`src/rtl/subtractor_64bit_serial.sv`:
```
// subtractor_64bit_serial
// Multi-cycle 64-bit subtractor: Diff = A - B - Bin, one SLICE_W-bit slice
// per clock through a single narrow adder slice (A_k + ~B_k + ~borrow).
// A start/busy/done handshake sequences the operation; every output is a
// register, so there is no combinational path from inputs to outputs.
// SLICE_W must divide 64 (1, 2, 4, 8, 16, 32 or 64).

module subtractor_64bit_serial #(
   parameter int SLICE_W = 8
) (
   input  logic        clk,
   input  logic        rst,
   input  logic        start,
   input  logic [63:0] A,
   input  logic [63:0] B,
   input  logic        Bin,
   output logic [63:0] Diff,
   output logic        Bout,
   output logic        Overflow,
   output logic        Zero,
   output logic        busy,
   output logic        done
);

   // Number of compute cycles and the width of the slice counter.  With a
   // single slice the counter still needs one bit to stay a legal vector.
   localparam int NSLICE = 64 / SLICE_W;
   localparam int K_W    = (NSLICE > 1) ? $clog2(NSLICE) : 1;
   localparam logic [K_W-1:0] K_LAST = K_W'(NSLICE - 1);

   typedef enum logic [1:0] {
      S_IDLE = 2'd0,
      S_RUN  = 2'd1,
      S_DONE = 2'd2
   } state_t;

   // ------------------------------------------------------------------
   // Registers
   // ------------------------------------------------------------------
   state_t            r_state;
   logic [63:0]       r_a;          // latched minuend
   logic [63:0]       r_b;          // latched subtrahend
   logic [63:0]       r_res;        // partial result, filled slice by slice
   logic              r_borrow;     // borrow into the current slice
   logic [K_W-1:0]    r_k;          // index of the slice being processed
   logic [63:0]       r_diff;
   logic              r_bout;
   logic              r_overflow;
   logic              r_zero;
   logic              r_busy;
   logic              r_done;

   // ------------------------------------------------------------------
   // Combinational nets
   // ------------------------------------------------------------------
   state_t            w_state_next;
   logic              w_accept;     // operation accepted on this edge
   logic              w_run;        // a slice is processed on this edge
   logic              w_last;       // the slice being processed is the last
   logic [SLICE_W-1:0] w_a_k;
   logic [SLICE_W-1:0] w_b_k;
   logic [SLICE_W-1:0] w_d;
   logic              w_c;
   logic [63:0]       w_res_full;   // partial result with slice k merged in
   logic              w_busy_next;
   logic              w_done_next;

   // A new operation is taken in IDLE, or in DONE for back-to-back issue.
   // While RUN is active a start request is simply ignored.
   assign w_accept = start && (r_state != S_RUN);
   assign w_run    = (r_state == S_RUN);
   assign w_last   = (r_k == K_LAST);

   // ------------------------------------------------------------------
   // FSM
   // ------------------------------------------------------------------

   // State register.
   always_ff @(posedge clk) begin
      if (rst) begin
         r_state <= S_IDLE;
      end else begin
         r_state <= w_state_next;
      end
   end

   // Next-state logic: IDLE -> RUN on start, RUN -> DONE after the last
   // slice, DONE lasts one cycle and may re-enter RUN directly.
   always_comb begin
      w_state_next = r_state;
      case (r_state)
         S_IDLE: begin
            if (start) begin
               w_state_next = S_RUN;
            end
         end
         S_RUN: begin
            if (w_last) begin
               w_state_next = S_DONE;
            end
         end
         S_DONE: begin
            if (start) begin
               w_state_next = S_RUN;
            end else begin
               w_state_next = S_IDLE;
            end
         end
         default: begin
            w_state_next = S_IDLE;
         end
      endcase
   end

   // Output decode: busy and done are registered, so they are decoded from
   // the state we are about to enter rather than the current one.
   always_comb begin
      w_busy_next = (w_state_next == S_RUN);
      w_done_next = w_run && w_last;
   end

   // Registered handshake outputs.
   always_ff @(posedge clk) begin
      if (rst) begin
         r_busy <= 1'b0;
         r_done <= 1'b0;
      end else begin
         r_busy <= w_busy_next;
         r_done <= w_done_next;
      end
   end

   // ------------------------------------------------------------------
   // Datapath
   // ------------------------------------------------------------------

   // Select operand slice k.  Written as a compare-per-slice mux so that
   // the select stays a plain one-hot AND-OR for any SLICE_W.
   always_comb begin
      w_a_k = '0;
      w_b_k = '0;
      for (int i = 0; i < NSLICE; i++) begin
         if (r_k == K_W'(i)) begin
            w_a_k = r_a[i*SLICE_W +: SLICE_W];
            w_b_k = r_b[i*SLICE_W +: SLICE_W];
         end
      end
   end

   // The single shared adder slice.  Subtraction is addition of the
   // complement; the carry-in is the complement of the running borrow, and
   // the carry-out is the complement of the borrow into the next slice.
   assign {w_c, w_d} = {1'b0, w_a_k}
                     + {1'b0, ~w_b_k}
                     + {{SLICE_W{1'b0}}, ~r_borrow};

   // Merge the freshly computed slice into the partial result.  The final
   // Diff is taken from this merged value so the last slice is included on
   // the completion edge itself.
   generate
      for (genvar gi = 0; gi < NSLICE; gi++) begin : g_merge
         assign w_res_full[gi*SLICE_W +: SLICE_W] =
            (r_k == K_W'(gi)) ? w_d : r_res[gi*SLICE_W +: SLICE_W];
      end
   endgenerate

   // Operand latch, slice counter, running borrow and partial result.
   always_ff @(posedge clk) begin
      if (rst) begin
         r_a      <= '0;
         r_b      <= '0;
         r_res    <= '0;
         r_borrow <= 1'b0;
         r_k      <= '0;
      end else if (w_accept) begin
         r_a      <= A;
         r_b      <= B;
         r_borrow <= Bin;
         r_k      <= '0;
      end else if (w_run) begin
         r_res    <= w_res_full;
         r_borrow <= ~w_c;
         r_k      <= r_k + K_W'(1);
      end
   end

   // Result registers: updated only on the completion edge and held until
   // the next completion, so an aborted or in-flight operation never
   // disturbs the last published result.
   always_ff @(posedge clk) begin
      if (rst) begin
         r_diff     <= '0;
         r_bout     <= 1'b0;
         r_overflow <= 1'b0;
         r_zero     <= 1'b0;
      end else if (w_run && w_last) begin
         r_diff     <= w_res_full;
         r_bout     <= ~w_c;
         // Signed overflow: operands of opposite sign and a result whose
         // sign differs from the minuend.
         r_overflow <= (r_a[63] ^ r_b[63]) & (w_res_full[63] ^ r_a[63]);
         r_zero     <= (w_res_full == 64'd0);
      end
   end

   assign Diff     = r_diff;
   assign Bout     = r_bout;
   assign Overflow = r_overflow;
   assign Zero     = r_zero;
   assign busy     = r_busy;
   assign done     = r_done;

endmodule

```
`config.mk`:
```
export PLATFORM = sky130hd
export DESIGN_NAME = subtractor_64bit_serial
export DESIGN_NICKNAME = d
export VERILOG_FILES = /design/src/rtl/subtractor_64bit_serial.sv
export SDC_FILE = /design/constraint.sdc
export NUM_CORES = 1
export LEC_CHECK = 0
export ABC_CLOCK_PERIOD_IN_PS = 11700
export CAP_MARGIN = 20
export CORE_MARGIN = 3
export CORE_UTILIZATION = 45
export DETAILED_ROUTE_END_ITERATION = 10
export DONT_BUFFER_PORTS = 1
export SYNTH_ARGS = -nofsm -noshare
export SYNTH_HDL_FRONTEND = slang
export SYNTH_SLANG_ARGS = --single-unit
```
`constraint.sdc`:
```
create_clock -name clk -period 11.7 [get_ports clk]
set_input_delay 1.17 -clock clk [delete_from_list [all_inputs] [get_ports clk]]
set_output_delay 1.17 -clock clk [all_outputs]
set_load 0.02 [all_outputs]
```
Word level (Yosys, flattened, before mapping) --
Cells that the tools add are included.
Operators by class: reduce and logical (&&, ||, !) cells 8, bitwise operators 7, $add $sub $neg 3, multiplexer cells 30, equality and inequality tests 11
Operators with widths (count):
- 2-to-1 mux 8 bit | 24
- logical NOT 64 bit | 1
- == test 3 bit (second input constant) | 4
- adder 8 x 8 -> 9 bit | 1
- adder 9 x 1 -> 9 bit | 1
- inverter 8 bit | 1
- == test 3 x 2 -> 1 bit (second input constant) | 2
- case mux 2 bit (3 select lines) | 1
- == test 2 x 1 -> 1 bit (second input constant) | 2
- 2-to-1 mux 2 bit | 2
- adder 3 x 1 -> 3 bit (second input constant) | 1
- == test 3 x 1 -> 1 bit (second input constant) | 1
- logical NOT 3 bit | 1
- 2-to-1 mux 1 bit | 3
- inverter 1 bit | 3
- == test 2 bit (second input constant) | 1
- logical AND 1 bit | 2
- logical NOT 2 bit | 1
- inequality test 2 x 1 -> 1 bit (second input constant) | 1
- AND reduction 2 bit | 1
- nonzero test 2 bit | 1
- OR reduction 2 bit | 1
- XOR 1 bit | 2
- bitwise AND 1 bit | 1
Word-level totals: register bits 267, output and inout port bits 69, logic and storage cells 71, bits of input ports 132

Depth between registers and ports, before layout --
Gate-level depths: netlist (run 1).
depth after elaboration 15, depth in mapped cells 23, depth with buffers taken out 19

Worst setup path after synthesis (run 1) --
Ideal clock, no wire load.
kind register to register, start point register r_k[1], end point register r_zero, in the netlist Zero, clock period less this slack 4.435 ns, library setup time 0.087 ns, setup slack 7.265 ns, path buffers 4, required time 11.613 ns, arrival time 4.348 ns, stages on the path, launching flop included 23, path through dfxtp_1 -> inv_1 -> ha_1 -> buf_4 -> nor2b_1 -> clkbuf_1 -> clkbuf_1 -> a221oi_1 -> o31ai_1 -> o21ai_0 -> o21ai_0 -> a22oi_1 -> fa_1 -> inv_1 -> fa_1 -> buf_2 -> nand2b_1 -> o21ai_0 -> o2111ai_1 -> a2111oi_4 -> nand4_1 -> or4_1 -> o31ai_1
On the way: word-level cells in the longest chain between the ends 14, elaborated cells between the ends (all ways) 37, classes of those cells add/sub: 2; eq/ne: 7; mux: 24; bitwise: 1; reduce/logical: 3
Ends and longest elaborated chain:
- start, declared | RTL line 45 | logic [K_W-1:0] r_k;
- start signal, assigned | RTL line 183 | r_k <= r_k + K_W'(1);
- logical NOT 3 bit | RTL line 143, 163
- 2-to-1 mux 8 bit (8 in a row) | RTL line 143 | if (r_k == K_W'(i)) begin
- inverter 8 bit | RTL line 154 | + {1'b0, ~w_b_k}
- adder 8 x 8 -> 9 bit | RTL line 154
- adder 9 x 1 -> 9 bit | RTL line 155 | + {{SLICE_W{1'b0}}, ~r_borrow};
- 2-to-1 mux 8 bit | RTL line 163 | (r_k == K_W'(gi)) ? w_d : r_res[gi*SLICE_W +: SLICE_W];
- logical NOT 64 bit | RTL line 202 | r_zero <= (w_res_full == 64'd0);
- end signal, assigned | RTL line 202
- end, declared | RTL line 49 | logic r_zero;
Several ways; a longest one is shown, not always the timed one. A chain may end at the register's enable or synchronous reset.

Final worst setup path (run 1) --
start point register r_k[2], end point register r_zero, in the netlist Zero
The elaborated chain is that of the path after synthesis.

==> impl_metrics.toml, run 1 <==
[clock_network]
cts_resized = 0
cts_setup_buffers = 0
hold_buffers = 0
insertion_delay_ps = 550
cts_sinks = 266
clockRootBuffer = "clkbuf_16"
cts_htree_levels = 1
clk_path_buf_depth = 3
clk_pin_slew_ps = 60
numCtsBuffers = 29
cts_tree = "built"

[grt]
grt_pass1_wl_um = 52000
grtUsageTotal_pct = 22.9
grt-ovfl-total = 0
grt_pass1_vias = 9364
antenna_found_initial = 0
grt-busiest-layer = "met2"
use_met1_pct = 31.6
gr-usage-met2_pct = 36.9
grt_max_degree = 265
grtUsageMet3_pct = 4.48

[placed_design]
dpl.cell_count = 1735
gp_congestion = 0.900
io_buffers = 0
dpl_cell_area_um2 = 11600
dp_hpwl_um = 22600

[sta]
slew_headroom_pct = 28.3
final.period_utilization_pct = 48.7
slew_violations = 0
skew_ps = 18.6
rsz0062_at_grt = "false"
fmax_ghz = 0.176
min_period_ps = 5690
tightest_slew_ps = 1080
setup_viol = 0
tns_ps = 0
hold_viol_final = 0

[worst_setup_path]
reg2regPathDepth = 17
cp-end-kind = "flop"
crit_fanout = 49
start_kind = "flop"
rr_startpoint = "r_k[2]"
cp_data_arrival_time_ps = 6160
crit_type = "flop to flop"
crit_required_ps = 12160
startpoint = "r_k[2]"

[pwr]
p_sw_uw = 594
powerDensity_nw_per_um2 = 169
swShare_pct = 28.1
p_seq_share_pct = 45.4
pwr-share-comb_pct = 13.8
internal_power_uw = 1520
leakagePower_uw = 0.00418
max-vdd-ir-drop_v = 0.0000991
clock_power_share_pct = 40.8

[routing]
drtAntennaViolNets = 0
wl_per_cell_um = 18.8
drtPass1Iterations = 5
via_count = 10100
drc = 0
viasPerCell = 5.63
drt-total-wl_um = 33700
drt_iter0_markers = 797

[hold_path]
hp-class = "flop to flop"
whs_path_depth = 2
min_from = "r_a[35]"

[finish]
layout.nets = 1590
drive_above_1_share_pct = 6.09
syn_to_final_growth_pct = 8.30
mostFrequentLayoutCell = "nand2_1"
n_antenna_cell = 0
layout_common_cells = "nand2_1 (455), dfxtp_1 (266), a21oi_1 (237)"
design_area_um2 = 12500
layout.cells.non_filler = 1786

[synth]
synth_nets = 1669
synth_cell_type_count = 55
synth-edff-count = 0
syn_avg_cell_area_um2 = 7.57
synth_area_um2 = 11500
netlist_instances = 1522
async_reset_ff_share_pct = 0
yosys_warnings = 0
ys.flop_type = "dfxtp_1"
synth.yosys.seq_area_share_pct = 46.2
ys_seq_elements = 266

[floorplanning]
die-area_um2 = 27600
fp-row-count = 57
fp.dieW_um = 166
initial_core_util_pct = 46.6
core-area_um2 = 24700
chipHeight_um = 166
ios = 201

[job]
cap_viol_max_count = 0

[status]
outcome = "finished, final reports clean"
[cell type report]
type,instances,area (um2)
fill,2477,12300
multi-input combinational,1120,5670
sequential,266,5330
clock buffer,38,830
tap,324,405
timing repair buffer,18,155
clock inverter,12,68.8
inverter,8,30.0
[power by group through the flow]
stage,Sequential [uW],Combinational (uW),Clock (uW)
after floorplan,971,206,0
after global placement,977,287,0
after detailed placement,978,290,0
after CTS,958,292,876
after global routing,962,321,913
final,958,292,862
[sequential cells by signal, indices dropped and copies added, names as in the netlist]
signal and count:
Bout 1, Diff 64, Overflow 1, Zero 1, busy 1, done 1, r_a 64, r_b 64
r_borrow 1, r_k 3, r_res 63, r_state 2
[final timing paths]
| kind | end | slack [ps] |
|---|---|---|
| setup / recovery | Zero | 6010 |
| hold / removal | r_a[35] | 450 |
| setup reg to reg | Zero | 6010 |
| hold reg to reg | r_a[35] | 450 |
[cells by family after synthesis]
group                      Yosys count  share of synthesized area [%]
xor gates and xnor gates             5                          0.380
adders and majority gates           15                           1.76
muxes                               11                          0.956
DFF                                266                           46.2
AOI/OAI and AO/OA                  449                           23.6
buffers and inverters              136                           5.09
and+or+nand+nor                    640                           22.0
[per-layer routing]
| layer | routed length, um | share of wire (%) | vias up |
|---|---|---|---|
| met1 | 15100 | 45 | 4623 |
| li1 | - | - | 5045 |
| met2 | 15300 | 45 | 326 |
| met3 | 2310 | 6.9 | 66 |
| met4 | 987 | 2.9 | 0 |
| met5 | 0 | 0 | - |
[cell usage after synthesis, types with 4 or more instances]
library cell / instances / area, um2
a211oi_1: 35 / 263
a21oi_1: 238 / 1190
a221oi_1: 16 / 140
a22oi_1: 7 / 52.6
a311oi_1: 35 / 307
a31oi_1: 4 / 25.0
and2_1: 5 / 31.3
buf_1: 10 / 37.5
buf_2: 7 / 35.0
buf_4: 4 / 30.0
clkbuf_1: 101 / 379
dfxtp_1: 266 / 5330
ha_1: 13 / 163
inv_1: 8 / 30.0
mux2i_1: 11 / 110
nand2_1: 456 / 1710
nand2b_1: 6 / 37.5
nor2_1: 140 / 526
nor2b_1: 4 / 25.0
nor3_1: 11 / 55.1
o211ai_1: 6 / 45.0
o21a_1: 7 / 52.6
o21ai_0: 52 / 260
o21ai_1: 12 / 60.1
o31ai_1: 18 / 135
[worst max-delay path: stages (launching register included)]
cell and delay [ps]:
dfxtp_1 790, inv_1 180, ha_2 530, o31ai_1 410, o21ai_0 120, o21ai_0 150
o21ai_0 90, o21ai_0 230, fa_1 250, inv_1 60, fa_1 1030, nand2b_1 230
o21ai_0 200, o2111ai_1 180, a2111oi_4 300, nand4_1 130, or4_1 480, o31ai_1 220
[per-stage QoR]
step | worst slack, ps | total power [uW] | hold WS, ps | util (%)
3_3_place_gp | 6250 | 1260 | 435 | 46.7
3_5_place_dp | 6070 | 1270 | 440 | 46.7
4_1_cts | 6050 | 2130 | 448 | 50.3
2_1_floorplan | 7270 | 1180 | 431 | -
6_report | 6010 | 2110 | 450 | 50.4
5_1_grt | 5500 | 2190 | 468 | 50.4
(Power assumes the default switching activity.)
==> run 2: changes to the inputs <==
- ABC_CLOCK_PERIOD_IN_PS: 11700 -> 4700
- clock period: 11.7 -> 4.7 ns (I/O delays scaled with it)
==> run 2 against run 1 <==
- worst hold slack got worse by 420 ps
- highest routed layer unchanged
- critical path type unchanged
- combinational power increased to 2.7 times the previous value
- core utilization increased by 1.3 points
- clock skew decreased by 10 ps
- power increased to 2.6 times the previous value
- fmax increased by 31%
- die area unchanged
- flip-flop and latch count unchanged
==> impl_metrics.toml, run 2 (same netlist as run 1, synthesis figures left out) <==
[grt]
grt_pass1_vias = 9701
grtUsageTotal_pct = 24.0
grt_max_degree = 252
grt-ovfl-total = 0
antenna_found_initial = 0
grt_pass1_wl_um = 54300

[sta]
setup_viol = 0
layout_setup_ws_ps = 363
skew_ps = 8.41
hold_viol_final = 0
rsz0062_at_grt = "false"
tightest_slew_ps = 1060
slew_headroom_pct = 29.4
min_period_ps = 4340
fmax_ghz = 0.231
slew_violations = 0
whs_ps = 34.0
tns_ps = 0
final.period_utilization_pct = 92.3

[pwr]
p_seq_share_pct = 43.4
powerDensity_nw_per_um2 = 430
clock_power_share_pct = 42.1
swShare_pct = 27.3
leakagePower_uw = 0.00436
internal_power_uw = 4000
p_sw_uw = 1500
power_uw = 5510
max-vdd-ir-drop_v = 0.000251
pwr-share-comb_pct = 14.5

[routing]
drc = 0
drtAntennaViolNets = 0
via_count = 10300
viasPerCell = 5.66
drt_iter0_markers = 829
wl_per_cell_um = 19.1
drt-total-wl_um = 34800
drtPass1Iterations = 5

[clock_network]
clk_path_buf_depth = 3
cts_setup_buffers = 0
insertion_delay_ps = 550
numCtsBuffers = 29
clk_pin_slew_ps = 60
clockRootBuffer = "clkbuf_16"
cts_sinks = 266
cts_tree = "built"
cts_htree_levels = 1

[floorplanning]
initial_core_util_pct = 46.6
fp-row-count = 57
core-area_um2 = 24700
die-area_um2 = 27600
ios = 201
fp.dieW_um = 166
chipHeight_um = 166

[worst_setup_path]
cp_data_arrival_time_ps = 4800
path_cells = "inv_1 > ha_1 > nor3b_2 > a221oi_1 > o31ai_1 > o21ai_0 > o21ai_0 > o21ai_0 > o21ai_1 > fa_2 > inv_1 > fa_2 > nand2b_4 > o21ai_1 > o2111ai_1 > a2111oi_4 > nand4_1 > or4_1 > o31ai_1"
start_kind = "flop"
cp-end-kind = "flop"
crit_top_cell = "o21ai_0"
crit_required_ps = 5160
crit_fanout = 5
cp_slowest_cell = "fa_2"
timing.critical_path.buf_inv = 2
cp_top_family = "compound AO/OA/AOI/OAI gates"
crit_type = "flop to flop"
max_stage_delay_ps = 660
r2r_slack_ps = 360

[finish]
syn_to_final_growth_pct = 11.1
multiInputGateArea_um2 = 5650
drive_above_1_share_pct = 7.70
n_antenna_cell = 0
seq_area_um2 = 5330
mostFrequentLayoutCell = "nand2_1"
fillCellCount = 2441
layout_common_cells = "nand2_1 (455), dfxtp_1 (266), a21oi_1 (238)"
layout.nets = 1620

[placed_design]
preCtsSetupSlack_ps = 212
dp_hpwl_um = 24200
gp_congestion = 0.901
io_buffers = 0

[job]
cap_viol_max_count = 0

[hold_path]
hp-class = "primary input to flop"

[status]
outcome = "finished, final reports clean"
-- run 2: cell types whose count changed in the layout (fill, tap and decap cells not counted), moves of 3 or more --
cell	change
bufinv_16	+3
clkbuf_1	+3
buf_4	+27
clkinv_2	-3
-- run 2: through the flow --
step / instance area (um2) / instances / util [%]
4_1_cts: 12700 / 1816 / 51.5
5_1_grt: 12800 / 1818 / 51.7
2_1_floorplan: 11500 / 1522 / -
6_report: 12800 / 1818 / 51.7
3_5_place_dp: 11700 / 1763 / 47.5
3_3_place_gp: 11700 / 1763 / 47.5
-- run 2: final cells by class --
cell class | count | area share, %
multi-input combinational | 1120 | 44.1
sequential | 266 | 41.6
clock buffer | 41 | 6.57
timing repair buffer | 48 | 3.25
tap | 324 | 3.17
clock inverter | 11 | 1.06
inverter | 8 | 0.235
-- run 2: worst paths after layout --
path,startpoint,to,cells past startpoint
setup reg to reg,r_k[1],Zero,19
hold reg to reg,r_res[59],r_res[59],2
setup / recovery,r_k[1],Zero,19
hold / removal,rst,r_res[50],1
-- run 2: per-layer routing --
metal	track usage, %	part of all wire, %	vias to the layer above
met2	39.3	46	340
met3	3.93	6.2	65
met1	32.5	45	4768
met5	0	0	-
li1	-	-	5108
met4	7.56	3.3	0
-- run 2: power groups by stage --
stage / clock network, uW / logic, uW / registers (uW)
final: 2320 / 800 / 2390
after global routing: 2450 / 865 / 2400
after CTS: 2360 / 782 / 2390
after detailed placement: 0 / 775 / 2440
after global placement: 0 / 771 / 2440
after floorplan: 0 / 514 / 2420
-- run 2: repair_timing --
action / in CTS / in global routing
hold buffers: 1 / 0
endpoints found under the setup margin: 0 / 1
hold endpoints to repair: 14 / 0
resized for setup: 0 / 5
